<file path="src/rtl/line_pkg.sv">
// Shared definitions for the line-register queue writers: coordinate width,
// screen geometry, the queued line record and the pattern writer's enums.
package line_pkg;

   localparam int LINE_W = 13;
   localparam int SCR_W  = 640;
   localparam int SCR_H  = 480;

   typedef struct packed {
      logic [LINE_W-1:0] sx;
      logic [LINE_W-1:0] sy;
      logic [LINE_W-1:0] ex;
      logic [LINE_W-1:0] ey;
      logic [3:0]        intensity;
   } line_t;

   typedef enum logic [1:0] {
      PAT_BORDER = 2'd0,
      PAT_CROSS  = 2'd1,
      PAT_GRID   = 2'd2,
      PAT_NONE   = 2'd3
   } pattern_e;

   typedef enum logic [1:0] {
      ST_IDLE = 2'd0,
      ST_EMIT = 2'd1,
      ST_GAP  = 2'd2,
      ST_DONE = 2'd3
   } wr_state_e;

endpackage

</file>
<file path="src/rtl/line_pattern_rom.sv">
// Combinational table of the fixed overlay patterns: for a pattern and line
// index it gives the segment endpoints and flags the pattern's final line.
module line_pattern_rom #(
   parameter int LINE_W = line_pkg::LINE_W
) (
   input  logic [1:0]        pattern,
   input  logic [3:0]        idx,
   output logic [LINE_W-1:0] sx,
   output logic [LINE_W-1:0] sy,
   output logic [LINE_W-1:0] ex,
   output logic [LINE_W-1:0] ey,
   output logic              last
);
   import line_pkg::*;

   localparam int X_MAX = SCR_W - 1;
   localparam int Y_MAX = SCR_H - 1;
   localparam int X_MID = SCR_W / 2;
   localparam int Y_MID = SCR_H / 2;
   localparam int ARM   = 16;
   localparam int GRID_DX = SCR_W / 8;
   localparam int GRID_DY = SCR_H / 8;

   function automatic logic [LINE_W-1:0] coord(input int v);
      return LINE_W'(v);
   endfunction

   always_comb begin
      sx   = '0;
      sy   = '0;
      ex   = '0;
      ey   = '0;
      last = 1'b1;
      case (pattern_e'(pattern))
         PAT_BORDER: begin
            last = (idx == 4'd3);
            case (idx[1:0])
               2'd0: begin sx = coord(0);     sy = coord(0);     ex = coord(X_MAX); ey = coord(0);     end
               2'd1: begin sx = coord(X_MAX); sy = coord(0);     ex = coord(X_MAX); ey = coord(Y_MAX); end
               2'd2: begin sx = coord(X_MAX); sy = coord(Y_MAX); ex = coord(0);     ey = coord(Y_MAX); end
               default: begin sx = coord(0);  sy = coord(Y_MAX); ex = coord(0);     ey = coord(0);     end
            endcase
         end
         PAT_CROSS: begin
            last = (idx == 4'd1);
            if (!idx[0]) begin
               sx = coord(X_MID - ARM); sy = coord(Y_MID);
               ex = coord(X_MID + ARM); ey = coord(Y_MID);
            end else begin
               sx = coord(X_MID); sy = coord(Y_MID - ARM);
               ex = coord(X_MID); ey = coord(Y_MID + ARM);
            end
         end
         PAT_GRID: begin
            last = (idx == 4'd15);
            // Indices 0..7 are the verticals, 8..15 the horizontals.
            if (!idx[3]) begin
               sx = coord(GRID_DX * int'(idx[2:0])); sy = coord(0);
               ex = coord(GRID_DX * int'(idx[2:0])); ey = coord(Y_MAX);
            end else begin
               sx = coord(0);     sy = coord(GRID_DY * int'(idx[2:0]));
               ex = coord(X_MAX); ey = coord(GRID_DY * int'(idx[2:0]));
            end
         end
         default: begin
            last = 1'b1;
         end
      endcase
   end

endmodule

</file>
<file path="src/rtl/line_pattern_writer.sv">
// Second writer on the line queue: while AVG is halted it emits a fixed overlay
// pattern, yielding every cycle to AVG writes, which pass through untouched.
module line_pattern_writer #(
   parameter int LINE_W = line_pkg::LINE_W
) (
   input  logic              clk,
   input  logic              rst,
   input  logic              start,
   input  logic [1:0]        pattern,
   input  logic [3:0]        intensity,
   input  logic              avg_halt,
   input  logic              avg_wr,
   input  logic [LINE_W-1:0] avg_sx,
   input  logic [LINE_W-1:0] avg_sy,
   input  logic [LINE_W-1:0] avg_ex,
   input  logic [LINE_W-1:0] avg_ey,
   input  logic [3:0]        avg_int,
   input  logic              q_full,
   output logic              q_wr,
   output logic [LINE_W-1:0] q_sx,
   output logic [LINE_W-1:0] q_sy,
   output logic [LINE_W-1:0] q_ex,
   output logic [LINE_W-1:0] q_ey,
   output logic [3:0]        q_int,
   output logic              busy,
   output logic              done
);
   import line_pkg::*;

   wr_state_e         state_q;
   pattern_e          pat_q;
   logic [3:0]        int_q;
   logic [3:0]        idx_q;
   logic [LINE_W-1:0] sx_q, sy_q, ex_q, ey_q;
   logic              last_q;

   logic [1:0]        rom_pat;
   logic [3:0]        rom_idx;
   logic [LINE_W-1:0] rom_sx, rom_sy, rom_ex, rom_ey;
   logic              rom_last;
   logic              wr_w;

   // In IDLE the table is addressed with the incoming request so line 0 is
   // registered in time for the first attempt; otherwise it looks one line ahead.
   assign rom_pat = (state_q == ST_IDLE) ? pattern : pat_q;
   assign rom_idx = (state_q == ST_IDLE) ? 4'd0 : idx_q + 4'd1;

   line_pattern_rom #(.LINE_W(LINE_W)) u_rom (
      .pattern (rom_pat),
      .idx     (rom_idx),
      .sx      (rom_sx),
      .sy      (rom_sy),
      .ex      (rom_ex),
      .ey      (rom_ey),
      .last    (rom_last)
   );

   assign wr_w = (state_q == ST_EMIT) & avg_halt & ~q_full & ~avg_wr;

   always_ff @(posedge clk) begin
      if (rst) begin
         state_q <= ST_IDLE;
         pat_q   <= PAT_BORDER;
         int_q   <= '0;
         idx_q   <= '0;
         sx_q    <= '0;
         sy_q    <= '0;
         ex_q    <= '0;
         ey_q    <= '0;
         last_q  <= 1'b0;
         busy    <= 1'b0;
         done    <= 1'b0;
      end else begin
         case (state_q)
            ST_IDLE: begin
               done <= 1'b0;
               if (start) begin
                  pat_q <= pattern_e'(pattern);
                  int_q <= intensity;
                  idx_q <= '0;
                  busy  <= 1'b1;
                  if (pattern_e'(pattern) == PAT_NONE) begin
                     state_q <= ST_DONE;
                     done    <= 1'b1;
                  end else begin
                     state_q <= ST_EMIT;
                     sx_q    <= rom_sx;
                     sy_q    <= rom_sy;
                     ex_q    <= rom_ex;
                     ey_q    <= rom_ey;
                     last_q  <= rom_last;
                  end
               end
            end
            ST_EMIT: begin
               if (wr_w) state_q <= ST_GAP;
            end
            // One dead cycle lets the registered queue-full flag catch up.
            ST_GAP: begin
               if (last_q) begin
                  state_q <= ST_DONE;
                  done    <= 1'b1;
               end else begin
                  state_q <= ST_EMIT;
                  idx_q   <= idx_q + 4'd1;
                  sx_q    <= rom_sx;
                  sy_q    <= rom_sy;
                  ex_q    <= rom_ex;
                  ey_q    <= rom_ey;
                  last_q  <= rom_last;
               end
            end
            default: begin
               state_q <= ST_IDLE;
               busy    <= 1'b0;
               done    <= 1'b0;
            end
         endcase
      end
   end

   assign q_wr  = avg_wr | wr_w;
   assign q_sx  = avg_wr ? avg_sx  : sx_q;
   assign q_sy  = avg_wr ? avg_sy  : sy_q;
   assign q_ex  = avg_wr ? avg_ex  : ex_q;
   assign q_ey  = avg_wr ? avg_ey  : ey_q;
   assign q_int = avg_wr ? avg_int : int_q;

endmodule

</file>
<file path="config.mk">
export PLATFORM = sky130hd
export DESIGN_NAME = line_pattern_writer
export DESIGN_NICKNAME = d
export VERILOG_FILES = /design/src/rtl/line_pkg.sv /design/src/rtl/line_pattern_rom.sv /design/src/rtl/line_pattern_writer.sv
export SDC_FILE = /design/constraint.sdc
export NUM_CORES = 1
export LEC_CHECK = 0
export ABC_AREA = 1
export CELL_PAD_IN_SITES_DETAIL_PLACEMENT = 0
export CELL_PAD_IN_SITES_GLOBAL_PLACEMENT = 1
export CORE_ASPECT_RATIO = 0.5
export CORE_UTILIZATION = 25
export CTS_CLUSTER_DIAMETER = 30
export DETAILED_ROUTE_END_ITERATION = 10
export PLACE_DENSITY = 0.73
export RECOVER_POWER = 25
export SKIP_CTS_REPAIR_TIMING = 1
export SYNTH_ARGS = -nofsm -noshare
export SYNTH_HDL_FRONTEND = slang
export SYNTH_SLANG_ARGS = --single-unit
</file>
<file path="constraint.sdc">
create_clock -name clk -period 2.49 [get_ports clk]
set_input_delay 0.249 -clock clk [delete_from_list [all_inputs] [get_ports clk]]
set_output_delay 0.249 -clock clk [all_outputs]
set_load 0.005 [all_outputs]
</file>
==> results.md <==
- Maximum VDD drop: 492 uV
- CTS clk-pin slew, worst paths: 60 ps
- Worst Setup Start Kind: register
- Post-DR wirelength/cell: 12.4 um
- Synth Area in Compound Gates: 0.140
- Largest net degree at the start of global routing: 35
- Post-DP HPWL: roughly 7600 um
- Most frequent cells after synthesis: nand2_1 (208), inv_1 (49), dfxtp_1 (43)
- Peak Freq: 425 MHz
- Dominant cell type by area after synthesis: dfxtp_1
- Main combinational cell family by area after synthesis: simple AND/OR/NAND/NOR gates
- PortBufs: 126
- Final Hold Viols: 0
- Die Area: 12,400 um^2
- Simple-Gate Fraction of Synth Area: 0.402
- Worst Max-Slew Pin Slew: 715 ps
- DRT iter0 DRCs: 219
- Total track usage: 0.163
- Post-Synth XOR/XNOR Area: 0.00589
- Register area: 863 um^2
- Diodes inserted: 0
- Total clock buffers created by CTS: 5
- Routed vias: 3,437
- Yosys warns: 0
- Number of synthesized flops with an enable pin: 0
- Post-synth ARST share: 0
- Count leader, synth: nand2_1
- Clock latency on the worst-skew pair: 290 ps
- Vias in the first global route: 3,254
- Fillers: 1,205
- Final hold slack: 465 ps
- Adder-cell share of the synthesized area: 0.0657
- Min Tclk post-route: 2350 ps
- Remaining antenna violation count after routing: 0
- Seq/Total Area, Yosys: 0.290
- Pre-antenna DRT Iters: 5
- Avg Cell Area, Syn: 6.05 um^2
- Worst Hold Class: register to register
- H-tree depth: 2
- Area contributors post-synth: dfxtp_1 (29%), nand2_1 (26%), inv_1 (6.2%)
- Sinks on Clock Net: 43
- CTS root buf: clkbuf_16
- Leak: 2.25 nW
- Post-synthesis net count: 574
- Post-route clock period utilization: 0.945
- Worst rel slew slack: 0.523
- Area growth from synthesis to layout: 59.3%
- Post-synthesis mux area share: 0
- Worst Skew: 2.94 ps
- Number of vias per cell: 4.36
- GP Congestion: 0.869
- Total gr overflow: 0
- Final Max Tran Viols: 0
- Post-synthesis cell count: 491
- Fin util: 0.420
- Post-layout worst setup margin: between 100 and 150 ps
- Critical Path End Type: register
- Setup TNS: 0 ps
- Cell mode on critical path: nand2_2
- Max stage delay on crit path: 540 ps
- CP Cell Sequence: ha_2, nand2_2, ha_4, inv_2, xor2_2, ha_2, fa_2, nand2_2, nand2_2, nand2_2, a21oi_2
- Core area: 11,300 um^2
- Die X: between 150 and 200 um
- Post-synth top flop: dfxtp_1
- Row count: 27
- Power per standard cell area: between 1000 and 1500 nW/um^2
- Worst Setup Slack post-DPL: 35.4 ps
- Routed WL: 9760 um
- CP max stage cell: fa_2
- Max-cap violations: 0
- Die H: 79.1 um
- Clock Path Buffers: 2
- Crit path kind: register to register
- Starting Density: 0.263
- Worst-path maximum fanout: 4
- Remaining DRCs: 0
- Nets: 711
- CTS tree: done
- Yosys cell types: 33
- Proportion of netlist area held by the largest area contributor: 0.290
- Crit path arrival time: 2580 ps
- Initial antenna violation count: 0
- First-pass GRT wire length: 15,900 um
- Layout cells sized above 1: 0.121
- # IOs: around 130
- Synth Register Bits: 43
- Worst path required time: around 2700 ps
- Outcome: finished clean
- Synthesized area: 2970 um^2
- Final setup fails: 0
- Multi-input gate area in the final layout: about 1900 um^2
[worst max-delay path: cells and delay by family, from the launching register on]
kind	cells	cell delay, ps
DFF	1	330
AOI/OAI and AO/OA	1	120
xor gates and xnor gates	1	170
and+or+nand+nor	4	260
adders and majority gates	4	1350
buffers and inverters	1	40
[per-stage QoR]
| stage | instance area, um^2 | power [mW] | instances |
|---|---|---|---|
| floorplan | 2980 | 2.88 | 491 |
| global placement | 4510 | 4.03 | 779 |
| detailed placement | 4510 | 4.03 | 779 |
| CTS | 4650 | 4.69 | 787 |
| global route | 4730 | 5.21 | 788 |
| finish | 4730 | 4.78 | 788 |
[cell families (layout without fill, tap and decap cells)]
family,after synthesis,count (layout)
AND/OR/NAND/NOR,282,282
AO/OA/AOI/OAI,78,78
buffers and inverters,71,209
flip-flops,43,43
adder cells (fa/ha/maj),15,15
XOR/XNOR,2,2
[path summary, 6_finish.rpt]
check,startpoint,cells after the start,endpoint,slack (ps)
setup / recovery,idx_q[1]$_SDFFE_PP0P_,11,ey_q[5]$_SDFFE_PP0P_,140
hold / removal,sy_q[2]$_SDFFE_PP0P_,2,sy_q[2]$_SDFFE_PP0P_,460
setup reg to reg,idx_q[1]$_SDFFE_PP0P_,11,ey_q[5]$_SDFFE_PP0P_,140
hold reg to reg,sy_q[2]$_SDFFE_PP0P_,2,sy_q[2]$_SDFFE_PP0P_,460
[state kept, by name, indices dropped and copies added, names as in the netlist]
register,flops
pat_q,2
sx_q,7
sy_q,8
last_q,1
done,1
ey_q,8
idx_q,4
int_q,4
ex_q,5
state_q,2
busy,1
[routing by layer]
layer,GRT usage,vias to the layer above,part of all wire
li1,-,1813,-
met3,0.0311,9,0.066
met5,0,-,0
met4,0.0324,0,0.0078
met2,0.266,101,0.41
met1,0.224,1514,0.51
[where the power goes]
group | internal [mW] | switching, mW
Combinational | 1.25 | 1.82
Clock | 0.370 | 0.276
Sequential | 0.934 | 0.128
[area by class of cell]
type                            instances  share of cell area
Multi-Input combinational cell        377               0.405
Timing Repair Buffer                  149               0.299
Sequential cell                        43               0.182
Tap cell                              159              0.0420
Inverter                               52              0.0418
Clock buffer                            6              0.0272
Clock inverter                          2             0.00264
[layout by cell type, fill, tap and decap left out, types with 2 or more instances in the layout]
| cell type | synthesis | final |
|---|---|---|
| dfxtp_2 | 0 | 2 |
| nand3_2 | 1 | 2 |
| nand2_2 | 6 | 13 |
| clkdlybuf4s50_1 | 0 | 111 |
| clkbuf_1 | 12 | 4 |
| dfxtp_1 | 43 | 41 |
| dlygate4sd3_1 | 0 | 14 |
| clkbuf_16 | 0 | 5 |
| o21ai_0 | 27 | 27 |
| nor2_4 | 6 | 8 |
| ha_1 | 14 | 9 |
| nand2_1 | 208 | 201 |
| a211oi_1 | 2 | 2 |
| inv_2 | 2 | 4 |
| nor3_1 | 3 | 3 |
| or2_2 | 3 | 3 |
| a31oi_1 | 8 | 8 |
| nand3_1 | 19 | 18 |
| inv_1 | 49 | 47 |
| nor2_2 | 4 | 3 |
| nor2_1 | 28 | 27 |
| nand2_4 | 3 | 3 |
| ha_4 | 0 | 3 |
| o21ai_1 | 6 | 6 |
| a21oi_1 | 31 | 30 |
| ha_2 | 0 | 2 |
| buf_4 | 2 | 19 |
No activity file was read; power rests on OpenSTA's default activity.
